<file path="src/rtl/dmem_arb_pkg.sv">
// Shared types for the data-memory arbiter: lock states, response record
// and the word range check used on every granted access.
package dmem_arb_pkg;

  localparam int NUM_PORTS = 2;

  // Response record storage width; the top casts to and from its DATA_W,
  // so DATA_W must not exceed this.
  localparam int RSP_DATA_W = 64;

  typedef enum logic [1:0] {
    UNLOCKED,
    LOCKED0,
    LOCKED1
  } lock_state_t;

  typedef struct packed {
    logic                  owner;  // 0: port 0, 1: port 1
    logic [RSP_DATA_W-1:0] rdata;
    logic                  err;
  } dmem_rsp_t;

  // A word at addr is legal when its last byte is inside memory. The sum is
  // formed in 33 bits so addresses near 2^32 cannot wrap into range.
  function automatic logic word_in_range(input logic [31:0]   addr,
                                         input int unsigned mem_bytes);
    logic [32:0] last_byte;
    last_byte = {1'b0, addr} + 33'd3;
    return last_byte < 33'(mem_bytes);
  endfunction

endpackage

</file>
<file path="src/rtl/dmem_arb_rr.sv">
// Two-way tie picker: a single pointer bit naming the port that wins the
// next tie. It flips after each tied grant; non-tie cycles leave it alone.
// Only built when DMEM_ARB_RR_EN is defined.
`ifdef DMEM_ARB_RR_EN
module dmem_arb_rr
  import dmem_arb_pkg::*;
(
  input  logic clk,
  input  logic reset,
  input  logic tie,
  output logic pick
);

  logic ptr_q;
  logic ptr_d;

  // Next pointer: hand the following tie to the other port.
  always_comb begin
    // NOTE: every always_comb output gets a default first so no path
    // leaves it unassigned, which would infer a latch.
    ptr_d = ptr_q;
    if (tie) begin
      ptr_d = ~ptr_q;
    end
  end

  // Pointer register, port 0 first after reset.
  always_ff @(posedge clk) begin
    // NOTE: sequential state uses non-blocking assignments so every flop
    // samples pre-edge values regardless of statement order.
    if (reset) begin
      ptr_q <= 1'b0;
    end else begin
      ptr_q <= ptr_d;
    end
  end

  assign pick = ptr_q;

endmodule
`endif

</file>
<file path="src/rtl/dmem_arbiter.sv">
// Two-port arbiter in front of the single-port byte-addressed data memory.
// Port 0 is the pipeline MEM stage, port 1 the debug/loader master. Grants
// are combinational, out-of-range words are answered with err instead of
// reaching memory, and the response is registered one cycle after grant.
// Optional feature: define DMEM_ARB_RR_EN for round-robin ties; otherwise
// port 0 wins every tie and no pointer register exists.
module dmem_arbiter
  import dmem_arb_pkg::*;
#(
  parameter int MEM_BYTES = 128,
  parameter int DATA_W    = 32
) (
  input  logic              clk,
  input  logic              reset,

  input  logic              p0_req,
  input  logic              p0_we,
  input  logic [31:0]       p0_addr,
  input  logic [DATA_W-1:0] p0_wdata,
  input  logic              p0_lock,
  output logic              p0_gnt,
  output logic              p0_rvalid,
  output logic [DATA_W-1:0] p0_rdata,
  output logic              p0_err,

  input  logic              p1_req,
  input  logic              p1_we,
  input  logic [31:0]       p1_addr,
  input  logic [DATA_W-1:0] p1_wdata,
  input  logic              p1_lock,
  output logic              p1_gnt,
  output logic              p1_rvalid,
  output logic [DATA_W-1:0] p1_rdata,
  output logic              p1_err,

  output logic [31:0]       m_address,
  output logic [DATA_W-1:0] m_writeData,
  output logic              m_memRead,
  output logic              m_memWrite,
  input  logic [DATA_W-1:0] m_memData
);

  lock_state_t          state_q, state_d;
  dmem_rsp_t            rsp_q, rsp_d;
  logic                 rvalid_q, rvalid_d;

  logic [NUM_PORTS-1:0] req;
  logic [NUM_PORTS-1:0] gnt;
  logic                 any_gnt;
  logic                 tie;
  logic                 tie_pick;

  logic                 win_we;
  logic [31:0]          win_addr;
  logic [DATA_W-1:0]    win_wdata;
  logic                 win_legal;

  assign req = {p1_req, p0_req};

`ifdef DMEM_ARB_RR_EN
  dmem_arb_rr u_rr (
    .clk   (clk),
    .reset (reset),
    .tie   (tie),
    .pick  (tie_pick)
  );
`else
  logic unused_tie;
  assign unused_tie = tie;
  assign tie_pick   = 1'b0;
`endif

  // Arbitration: lock owner first, then a lone requester, then tie policy.
  always_comb begin
    gnt = '0;
    tie = 1'b0;
    if (!reset) begin
      if (state_q == LOCKED0 && req[0]) begin
        gnt = 2'b01;
      end else if (state_q == LOCKED1 && req[1]) begin
        gnt = 2'b10;
      end else if (req == 2'b01) begin
        gnt = 2'b01;
      end else if (req == 2'b10) begin
        gnt = 2'b10;
      end else if (req == 2'b11) begin
        tie = 1'b1;
        gnt = tie_pick ? 2'b10 : 2'b01;
      end
    end
  end

  assign any_gnt = |gnt;
  assign p0_gnt  = gnt[0];
  assign p1_gnt  = gnt[1];

  // Winner mux, range check and memory command.
  always_comb begin
    win_we      = gnt[1] ? p1_we    : p0_we;
    win_addr    = gnt[1] ? p1_addr  : p0_addr;
    win_wdata   = gnt[1] ? p1_wdata : p0_wdata;
    win_legal   = word_in_range(win_addr, MEM_BYTES);

    m_address   = any_gnt ? win_addr  : '0;
    m_writeData = any_gnt ? win_wdata : '0;
    m_memRead   = any_gnt && win_legal && !win_we;
    m_memWrite  = any_gnt && win_legal &&  win_we;
  end

  // Response capture: owner, read data (legal reads only) and error flag.
  always_comb begin
    rvalid_d    = any_gnt;
    rsp_d.owner = gnt[1];
    rsp_d.err   = any_gnt && !win_legal;
    rsp_d.rdata = m_memRead ? RSP_DATA_W'(m_memData) : '0;
  end

  // Lock state machine: enter on a locked grant, leave when lock drops.
  always_comb begin
    state_d = state_q;
    unique case (state_q)
      UNLOCKED: begin
        if (gnt[0] && p0_lock) begin
          state_d = LOCKED0;
        end else if (gnt[1] && p1_lock) begin
          state_d = LOCKED1;
        end
      end
      LOCKED0:  if (!p0_lock) state_d = UNLOCKED;
      LOCKED1:  if (!p1_lock) state_d = UNLOCKED;
      default:  state_d = UNLOCKED;
    endcase
  end

  // State and response registers.
  always_ff @(posedge clk) begin
    if (reset) begin
      state_q  <= UNLOCKED;
      rvalid_q <= 1'b0;
      // NOTE: the response payload is reset as well, not just its valid,
      // because rdata and err have defined values out of reset.
      rsp_q    <= '0;
    end else begin
      state_q  <= state_d;
      rvalid_q <= rvalid_d;
      rsp_q    <= rsp_d;
    end
  end

  // Steer the registered response to its owner; the other port sees zeros.
  always_comb begin
    p0_rvalid = rvalid_q && !rsp_q.owner;
    p1_rvalid = rvalid_q &&  rsp_q.owner;
    p0_rdata  = p0_rvalid ? DATA_W'(rsp_q.rdata) : '0;
    p1_rdata  = p1_rvalid ? DATA_W'(rsp_q.rdata) : '0;
    p0_err    = p0_rvalid && rsp_q.err;
    p1_err    = p1_rvalid && rsp_q.err;
  end

endmodule

</file>
<file path="config.mk">
export PLATFORM = sky130hd
export DESIGN_NAME = dmem_arbiter
export DESIGN_NICKNAME = d
export VERILOG_FILES = /design/src/rtl/dmem_arb_pkg.sv /design/src/rtl/dmem_arb_rr.sv /design/src/rtl/dmem_arbiter.sv
export SDC_FILE = /design/constraint.sdc
export NUM_CORES = 1
export LEC_CHECK = 0
export ABC_AREA = 1
export ABC_CLOCK_PERIOD_IN_PS = 5600
export CAP_MARGIN = 20
export CORE_AREA = 3 3 118 120
export DETAILED_ROUTE_END_ITERATION = 7
export DIE_AREA = 0 0 121 123
export PLACE_DENSITY = 0.76
export SLEW_MARGIN = 20
export SYNTH_ARGS = -nofsm -noshare
export SYNTH_HDL_FRONTEND = slang
export SYNTH_SLANG_ARGS = --single-unit
export TNS_END_PERCENT = 30
</file>
<file path="constraint.sdc">
create_clock -name clk -period 5.6 [get_ports clk]
set_input_delay 1.12 -clock clk [delete_from_list [all_inputs] [get_ports clk]]
set_output_delay 1.12 -clock clk [all_outputs]
set_load 0.01 [all_outputs]
</file>
Word-level counts from Yosys, hierarchy flattened --
Index checks and enable logic that the tools add are counted.
Storage, ports and cells: word-level logic and storage cells 53, bits in registers 37, output and inout port bits 136, input port bits 168
Cells by class: $lt $le $gt $ge 1, reduce and logical (&&, ||, !) cells 19, multiplexer cells 18, add/subtract/negate cells 1, eq/ne operators 8, bitwise logic cells 1
Operator list (count):
- $mux 32 | 6
- $add 32x2->33 const B | 1
- $lt 33x8->1 const B | 1
- $mux 2 | 9
- $logic_and 1x1->1 | 12
- $eq 2x2->1 const B | 3
- $pmux 2 s3 | 1
- $eq 2x1->1 const B | 2
- $ne 2x2->1 const B | 2
- $reduce_or 2->1 | 2
- $logic_not 1->1 | 3
- $ne 3x3->1 const B | 1
- $reduce_and 3->1 | 1
- $logic_not 2->1 | 1
- $mux 1 | 2
- $not 1->1 | 1

Longest topological paths before layout --
Gate-level depths: netlist of run 1.
depth after elaboration 14, mapped depth 22, mapped depth without buffers 20

Worst setup path after synthesis of run 1 --
OpenSTA, ideal clock, no wires.
path kind input port to output port, start point input p1_req, end point output m_memRead, buffers on the path 3, setup slack 1.419 ns, arrival 3.061 ns, stages 19, path through inv_1 nor2_4 buf_6 buf_4 nand3_1 nand2_1 nand2_1 nor2_1 nand2_1 nor2_4 nand2_1 o21bai_1 nand2_1 nor2_1 nand2_1 nor2_4 nand4_4 buf_6 inv_2
Between the ends: word-level cells in the longest chain between the ends 11, elaborated cells between the ends (all ways) 18, those cells by class add/sub: 1; order compare: 1; eq/ne: 3; mux: 8; reduce/logical: 5
Ends and longest elaborated chain:
- start: declaration | RTL line dmem_arbiter.sv:26 | input logic p1_req,
- $eq 2x2->1 | RTL line dmem_arbiter.sv:84 | end else if (req == 2'b10) begin
- $mux 2 | RTL line dmem_arbiter.sv:84
- $mux 2 | RTL line dmem_arbiter.sv:82 | end else if (req == 2'b01) begin
- $mux 2 * | RTL line dmem_arbiter.sv:80 | end else if (state_q == LOCKED1 && req[1]) begin
- $mux 2 * | RTL line dmem_arbiter.sv:78 | if (state_q == LOCKED0 && req[0]) begin
- $mux 2 * | RTL line dmem_arbiter.sv:77 | if (!reset) begin
- $mux 32 | RTL line dmem_arbiter.sv:100 | win_addr = gnt[1] ? p1_addr : p0_addr;
- $add 32x2->33 | RTL line dmem_arb_pkg.sv:28 | last_byte = {1'b0, addr} + 33'd3;
- $lt 33x8->1 | RTL line dmem_arb_pkg.sv:29 | return last_byte < 33'(mem_bytes);
- $logic_and 1x1->1 | RTL line dmem_arbiter.sv:106 | m_memRead = any_gnt && win_legal && !win_we;
- $logic_and 1x1->1 * | RTL line dmem_arbiter.sv:106
- end: declaration | RTL line dmem_arbiter.sv:38 | output logic m_memRead,
Every way passes the cells marked *; elsewhere a longest branch is shown, timed or not.

Worst setup path in the final report of run 1 --
start point input p1_req, end point output m_memWrite
Between the ends: word-level cells in the longest chain between the ends 11, elaborated cells between the ends (all ways) 17, those cells by class add/sub: 1; order compare: 1; eq/ne: 3; mux: 8; reduce/logical: 4
Ends and longest elaborated chain:
- $eq 2x2->1 | RTL line dmem_arbiter.sv:84
- $mux 2 | RTL line dmem_arbiter.sv:84
- $mux 2 | RTL line dmem_arbiter.sv:82
- $mux 2 * | RTL line dmem_arbiter.sv:80
- $mux 2 * | RTL line dmem_arbiter.sv:78
- $mux 2 * | RTL line dmem_arbiter.sv:77
- $mux 32 | RTL line dmem_arbiter.sv:100
- $add 32x2->33 | RTL line dmem_arb_pkg.sv:28
- $lt 33x8->1 | RTL line dmem_arb_pkg.sv:29
- $logic_and 1x1->1 | RTL line dmem_arbiter.sv:107 | m_memWrite = any_gnt && win_legal && win_we;
- $logic_and 1x1->1 * | RTL line dmem_arbiter.sv:107
- end: declaration | RTL line dmem_arbiter.sv:39 | output logic m_memWrite,
Marks and branches as above.

==> metrics, run 1 <==
synth unique cells 29; slew margin rel. between 30 and 40%; Finished Cell Area ~7700 µm²; first-pass GRT wire length between 20,000 and 30,000 µm; Arrival @ worst endpoint about 3.9 ns; Synth Area in Compound Gates under 10%; WP buf/inv 4; mux contribution to synthesized area 0%; crit-path max FO 45; Main synth FF type dfxtp_1; Tightest Pin Transition 1.03 ns; Leakage roughly 0.0035 µW; TNS Setup 0 ns; grt met2 use 39.6%; DPL Wire Length roughly 15,000 µm; chip height about 120 µm; CTS tree built; Most Crowded Layer GR met2; initial drt markers around 420; area of the multi-input gates 2770 µm²; initial antenna violation count 1; crit path to m_memWrite; synthesized cell area about 4200 µm²; NumNets Final 1,309; reg-to-reg setup timing slack about 2.7 ns; cell with the most instances after synthesis nand2_1; clock net sink count 37; power consumption 969 µW; M1 GR Usage 29.1%; hold_sp state_q[0]$_SDFFE_PP0P_; vias in the first global route around 5,500; Post-Synth Adder-Cell Area 0%; vias ~6,000; RSZ-0062 raised after global routing false; sequential cell area fraction in the yosys report between 10% and 20%; class of the worst hold path reg -> reg; status completed; maximum number of pins on one net before global-route repair 46; largest family of logic cells by synthesized area simple AND/OR/NAND/NOR gates; Fin Hold WS 0.562 ns; clk root buf clkbuf_16; Final ANT Viol Nets 0; hold depth 3; Clock transition at path regs approximately 0.050 ns; Critical Path Start p1_req; CP delay by family, top simple AND/OR/NAND/NOR gates; number of flops mapped to enable cells by yosys 0; First-pass DRT Iterations 6; Worst path max stage delay approximately 0.45 ns; I/O Pins 304; remaining global-route overflow 0; required time worst endpoint 4.48 ns; Storage cell area 741 µm²; top cell type's share of synthesized area approximately 25%; Avg WL per Cell 13.9 µm; gr usage total between 20% and 30%; FF-to-FF Start state_q[0]$_SDFFE_PP0P_; Syn Inst Count 840; CP cell instances clkdlybuf4s50_1, inv_1, nor2_4, nand2_4, buf_12, nand2_1, nand2_1, nor2_1, nand2_1, nor2_2, nand3_1, nand2_1, nor2b_1, nand2_1, nor2_1, nand2_1, nor2_4, nand3_1, nor2_1, dlymetal6s2s_1; final worst clock skew around 0.0029 ns; CP Launch Type input pin; crit-path most repeated cell nand2_1; layout cells sized above 1 roughly 8.5%; fillers about 1,300; worst skew pair latency between 0.2 and 0.3 ns; Placement Setup Slack approximately 0.15 ns; Final min period ~5.0 ns; Max-Cap Viols 0; Area growth syn-to-layout 81.8%; Bufs on Longest Clock Path 2; r2r endpoint rsp_q[2]$_SDFF_PP0_; Post-CTS Hold Buffers 0; Critical Path Sink Type primary output; final wirelength about 18,000 µm; Final Hold Fails 0; Final Max Tran Viols 0; n_diodes 0; core area 13,100 µm²; DRC Markers 0; number of CTS-inserted buffers 5; Post-Place Cell Area around 7500 µm²; worst setup margin around 0.56 ns; die footprint between 10,000 and 15,000 µm²; #FFs+latches synth 37; global routing usage on met3 approximately 5.6%; async set-reset flop share out of synthesis 0%; synthesized area per cell between 5 and 6 µm²; largest area contributor in the netlist nand2_1; global placer's final weighted congestion 1.03; top cells by count, synth nand2_1 (285), nor2_1 (163), inv_1 (135); Initial Util about 32%; H-Tree Depth 2; Critical-path top delay cell clkdlybuf4s50_1; die span in x about 120 µm; post-synthesis simple-gate area fraction a little under 60%; Row Count 42; kind of critical path in -> out; Synth Area in XOR/XNOR less than 1%; Reg2Reg Depth 21; Synth Warn # 0; Area contributors post-synth nand2_1 (25%), dfxtp_1 (17%), nor2_1 (14%); Post-Syn Nets around 1,000; fmax roughly 0.20 GHz; Vias/cell around 4.5; IO buf count a little over 300; Setup-failing EPs final 0; Tcrit/Tclk final between 80% and 90%; VDD IR-drop max between 0.09 and 0.1 mV; Crit. path cell count 20; pwr dens 126 nW/µm²
[metrics by stage]
step | instances | utilization, %
2_1_floorplan | 840 | -
3_3_place_gp | 1309 | 57.4
3_5_place_dp | 1309 | 57.4
4_1_cts | 1316 | 58.5
5_1_grt | 1317 | 58.8
6_report | 1317 | 58.8
[report_power, final]
part / internal [µW] / switching, µW
Combinational: 225 / 205
Sequential: 265 / 1.14
Clock: 174 / 97.4
[final cells by class]
type	count	share of cell area, %
multi-input combinational	626	36.0
inverter	139	6.78
tap	176	2.86
sequential	37	9.63
clock buffer	7	1.85
timing repair buffer	332	42.8
[cell usage in the layout (no fill, tap or decap), types with 6 or more instances in the layout]
master	n
nand3b_1	17
a21oi_1	35
nand2_1	283
buf_4	25
nor2_1	158
nor2_4	6
nor2_2	44
nand4_1	7
o21ai_0	10
dfxtp_1	37
nand3_1	47
clkdlybuf4s50_1	301
inv_1	135
[worst register-to-register path, delay by kind of cell (launching register included)]
family	cells	cell delay, ns
buffers and inverters	6	0.92
and+or+nand+nor	15	1.55
DFF	1	0.32
[state kept, by name (all words and copies together), names as in the netlist]
| register | cells |
|---|---|
| rsp_q | 34 |
| rvalid_q | 1 |
| state_q | 2 |
[how the worst min path moves through the flow]
stage	to	slack, ns
4_1_cts	state_q[0]$_SDFFE_PP0P_	0.56
3_5_place_dp	state_q[0]$_SDFFE_PP0P_	0.55
2_1_floorplan	state_q[0]$_SDFFE_PP0P_	0.51
5_1_grt	state_q[0]$_SDFFE_PP0P_	0.62
3_3_place_gp	state_q[0]$_SDFFE_PP0P_	0.54
6_report	state_q[0]$_SDFFE_PP0P_	0.56
[cells by family (layout without fill, tap and decap cells)]
family	after synthesis	count (layout)
AND/OR/NAND/NOR	572	572
XOR/XNOR	1	1
flip-flops	37	37
buffers and inverters	177	478
AO/OA/AOI/OAI	53	53
[layer usage]
metal	share of wire, %	vias to the layer above
li1	-	3086
met1	42	2493
met2	47	303
met3	9.0	29
met4	2.1	2
met5	0.11	-
[what timing repair did]
action / in CTS / in global routing
buffers inserted: 0 / 1
gates resized for setup: 0 / 11
setup endpoints to repair: 0 / 2
No activity file was read; power rests on OpenSTA's default activity.
==> run 2: changes to the inputs <==
--- a/config.mk
+++ b/config.mk
@@ -6,7 +6,6 @@
 export NUM_CORES = 1
 export LEC_CHECK = 0
 export ABC_AREA = 1
-export ABC_CLOCK_PERIOD_IN_PS = 5600
 export CAP_MARGIN = 20
 export CORE_AREA = 3 3 118 120
 export DETAILED_ROUTE_END_ITERATION = 7
==> results of run 2 <==
Same layout as run 1: the final DEF is identical, and so are final timing and power.
==> run 3: changes to the inputs <==
--- a/config.mk
+++ b/config.mk
@@ -10,9 +10,11 @@
 export CORE_AREA = 3 3 118 120
 export DETAILED_ROUTE_END_ITERATION = 7
 export DIE_AREA = 0 0 121 123
-export PLACE_DENSITY = 0.76
+export GPL_TIMING_DRIVEN = 0
+export PLACE_DENSITY = 0.84
 export SLEW_MARGIN = 20
 export SYNTH_ARGS = -nofsm -noshare
 export SYNTH_HDL_FRONTEND = slang
+export SYNTH_HIERARCHICAL = 1
 export SYNTH_SLANG_ARGS = --single-unit
 export TNS_END_PERCENT = 30
==> run 3 against run 2 <==
  * Die area unchanged
  * Critical path depth decreased by 10
  * Power increased by 5.4%
  * Maximum frequency down 2.1%
  * Clock power grew 18%
  * Clock skew is essentially flat
  * Combinational power is 0.9% higher
  * Global-route usage up 1.1 points
  * Core utilization up 1.0 points
  * Hold slack lost 0.011 ns
  * Critical path type unchanged
  * Critical endpoint is now m_writeData[2]
  * Largest cell class unchanged
==> metrics, run 3 <==
Largest regs rsp_q: 34 flops, state_q: 2 flops, rvalid_q: 1 flops; Syn Inst Count 840; IO buf count between 300 and 400; number of flops mapped to enable cells by yosys 0; Most Crowded Layer GR met2; Post-Place Cell Area 7490 µm²; core area 13,100 µm²; fillers about 1,200; Bufs on Longest Clock Path 2; commonest non-fill, non-tap cell in the layout clkdlybuf4s50_1; Synth Warn # 6; largest area contributor in the netlist nand2_1; slew margin rel. 57.4%; Avg WL per Cell ~15 µm; vias in the first global route 5,595; Post-CTS Hold Buffers 0; Row Count 42; Post-Syn Nets 1,008; remaining global-route overflow 0; final wirelength 19,400 µm; kind of critical path in -> out; Max-Cap Viols 0; Leakage between 0.003 and 0.004 µW; TNS Setup 0 ns; Area growth syn-to-layout 84.9%; grt met2 use a little over two fifths; crit-path max FO 10; Tightest Pin Transition 0.639 ns; H-Tree Depth 2; Post-Route Utilization ~60%; maximum number of pins on one net before global-route repair 12; initial drt markers approximately 340; I/O Pins a little over 300; clock net sink count 37; Finished Cell Area ~7800 µm²; async set-reset flop share out of synthesis 0%; RSZ-0062 raised after global routing false; top cells by count, synth nand2_1 (285), nor2_1 (163), inv_1 (135); synthesized cell area about 4200 µm²; Arrival @ worst endpoint 4.03 ns; cell with the most instances after synthesis nand2_1; global placer's final weighted congestion 0.967; power consumption 1020 µW; worst skew pair latency approximately 0.27 ns; layout cells sized above 1 9.78%; die footprint 14,900 µm²; M1 GR Usage between 30% and 40%; Area contributors post-synth nand2_1 (25%), dfxtp_1 (17%), nor2_1 (14%); number of CTS-inserted buffers 5; sequential cell area fraction in the yosys report 17.5%; n_diodes 0; Setup-failing EPs final 0; top cell type's share of synthesized area roughly 25%; status completed; clk root buf clkbuf_16; DRC Markers 0; final worst clock skew about 0.0026 ns; synth unique cells 29; initial antenna violation count 0; CTS tree built; chip height approximately 120 µm; Top reg by flops rsp_q; first-pass GRT wire length between 20,000 and 30,000 µm; Final Hold Fails 0; #FFs+latches synth 37; global routing usage on met3 under 10%; pwr dens about 130 nW/µm²; DPL Wire Length roughly 16,000 µm; fmax around 0.2 GHz; gr usage total approximately a quarter; NumNets Final around 1,300; Main synth FF type dfxtp_1; First-pass DRT Iterations 5; Final Max Tran Viols 0; Placed Cells about 1,300; required time worst endpoint roughly 4.5 ns; Critical Path Sink Type primary output; Tcrit/Tclk final roughly 92%; Vias/cell 4.59; Final ANT Viol Nets 0; synthesized area per cell between 5 and 6 µm²; CP Launch Type input pin; vias between 6,000 and 7,000; VDD IR-drop max just over 0.09 mV; Clock transition at path regs ~0.050 ns; Initial Util approximately a third; Post-Layout Cell Count ~1,300; max FFs per register 34; most frequent cells in the layout clkdlybuf4s50_1 (300), nand2_1 (273), nor2_1 (148), inv_1 (134), nor2_2 (50); die span in x around 120 µm; class of the worst hold path reg -> reg; Final min period just over 5 ns
[run 3: cell types whose count changed in the layout (fill, tap and decap cells not counted), sizes merged]
| cell | change |
|---|---|
| clkbuf | +13 |
| bufinv | +1 |
| inv | -1 |
| clkdlybuf4s50 | -1 |
| dlymetal6s2s | +1 |
| clkinvlp | +1 |
| buf | +1 |
[run 3: kinds of logic after synthesis]
family                 synth area share (%)
AO/OA/AOI/OAI                          6.53
XOR/XNOR                              0.207
buffers and inverters                  17.8
flip-flops                             17.5
AND/OR/NAND/NOR                        58.0
[run 3: layout make-up]
| cell class | instances | area (µm²) | area share [%] |
|---|---|---|---|
| timing repair buffer | 308 | 3080 | 39.3 |
| buffer | 38 | 248 | 3.16 |
| tap | 176 | 220 | 2.81 |
| inverter | 139 | 526 | 6.71 |
| clock inverter | 1 | 30.0 | 0.384 |
| clock buffer | 7 | 143 | 1.82 |
| multi-input combinational | 626 | 2840 | 36.3 |
| sequential | 37 | 741 | 9.46 |
[run 3: worst paths after layout]
kind / start / endpoint / slack (ns) / cells after the start
min: state_q[0]$_SDFFE_PP0P_ / state_q[0]$_SDFFE_PP0P_ / 0.55 / 3
max reg2reg: state_q[0]$_SDFFE_PP0P_ / rsp_q[27]$_SDFF_PP0_ / 2.68 / 21
min reg2reg: state_q[0]$_SDFFE_PP0P_ / state_q[0]$_SDFFE_PP0P_ / 0.55 / 3
max: p0_req / m_writeData[2] / 0.45 / 10
[run 3: timing repair]
action	4_1_cts	5_1_grt
pin swaps	4	6
resized for setup	12	35
buffers inserted	1	4
setup endpoints to repair	1	2
[run 3: per-layer routing]
metal	vias to the layer above	wire (µm)
li1	3125	-
met1	2698	7950
met2	263	9590
met3	34	1490
met4	0	390
met5	-	0
[run 3: where the power goes]
group          switching, µW  leakage [µW]  total, µW  internal [µW]
registers              0.895      0.000299        266            265
clock network           98.3     0.0000841        320            222
logic                    212       0.00312        434            223
total                    311       0.00351       1020            710
[run 3: stage by stage]
stage                     hold slack [ns]  setup slack [ns]
after global routing                0.590             0.217
after detailed placement            0.546            -0.125
after global placement              0.535            -0.163
after CTS                           0.555            0.0485
final                               0.551             0.451
after floorplan                     0.512              1.42
[run 3: critical path, cell delays in order]
cell	delay, ns
clkdlybuf4s50_1	0.50
nand2_2	0.10
nand2_4	0.14
buf_6	0.18
buf_2	0.22
clkbuf_1	0.43
buf_1	0.40
nand2_1	0.10
a21oi_1	0.25
clkdlybuf4s50_1	0.59
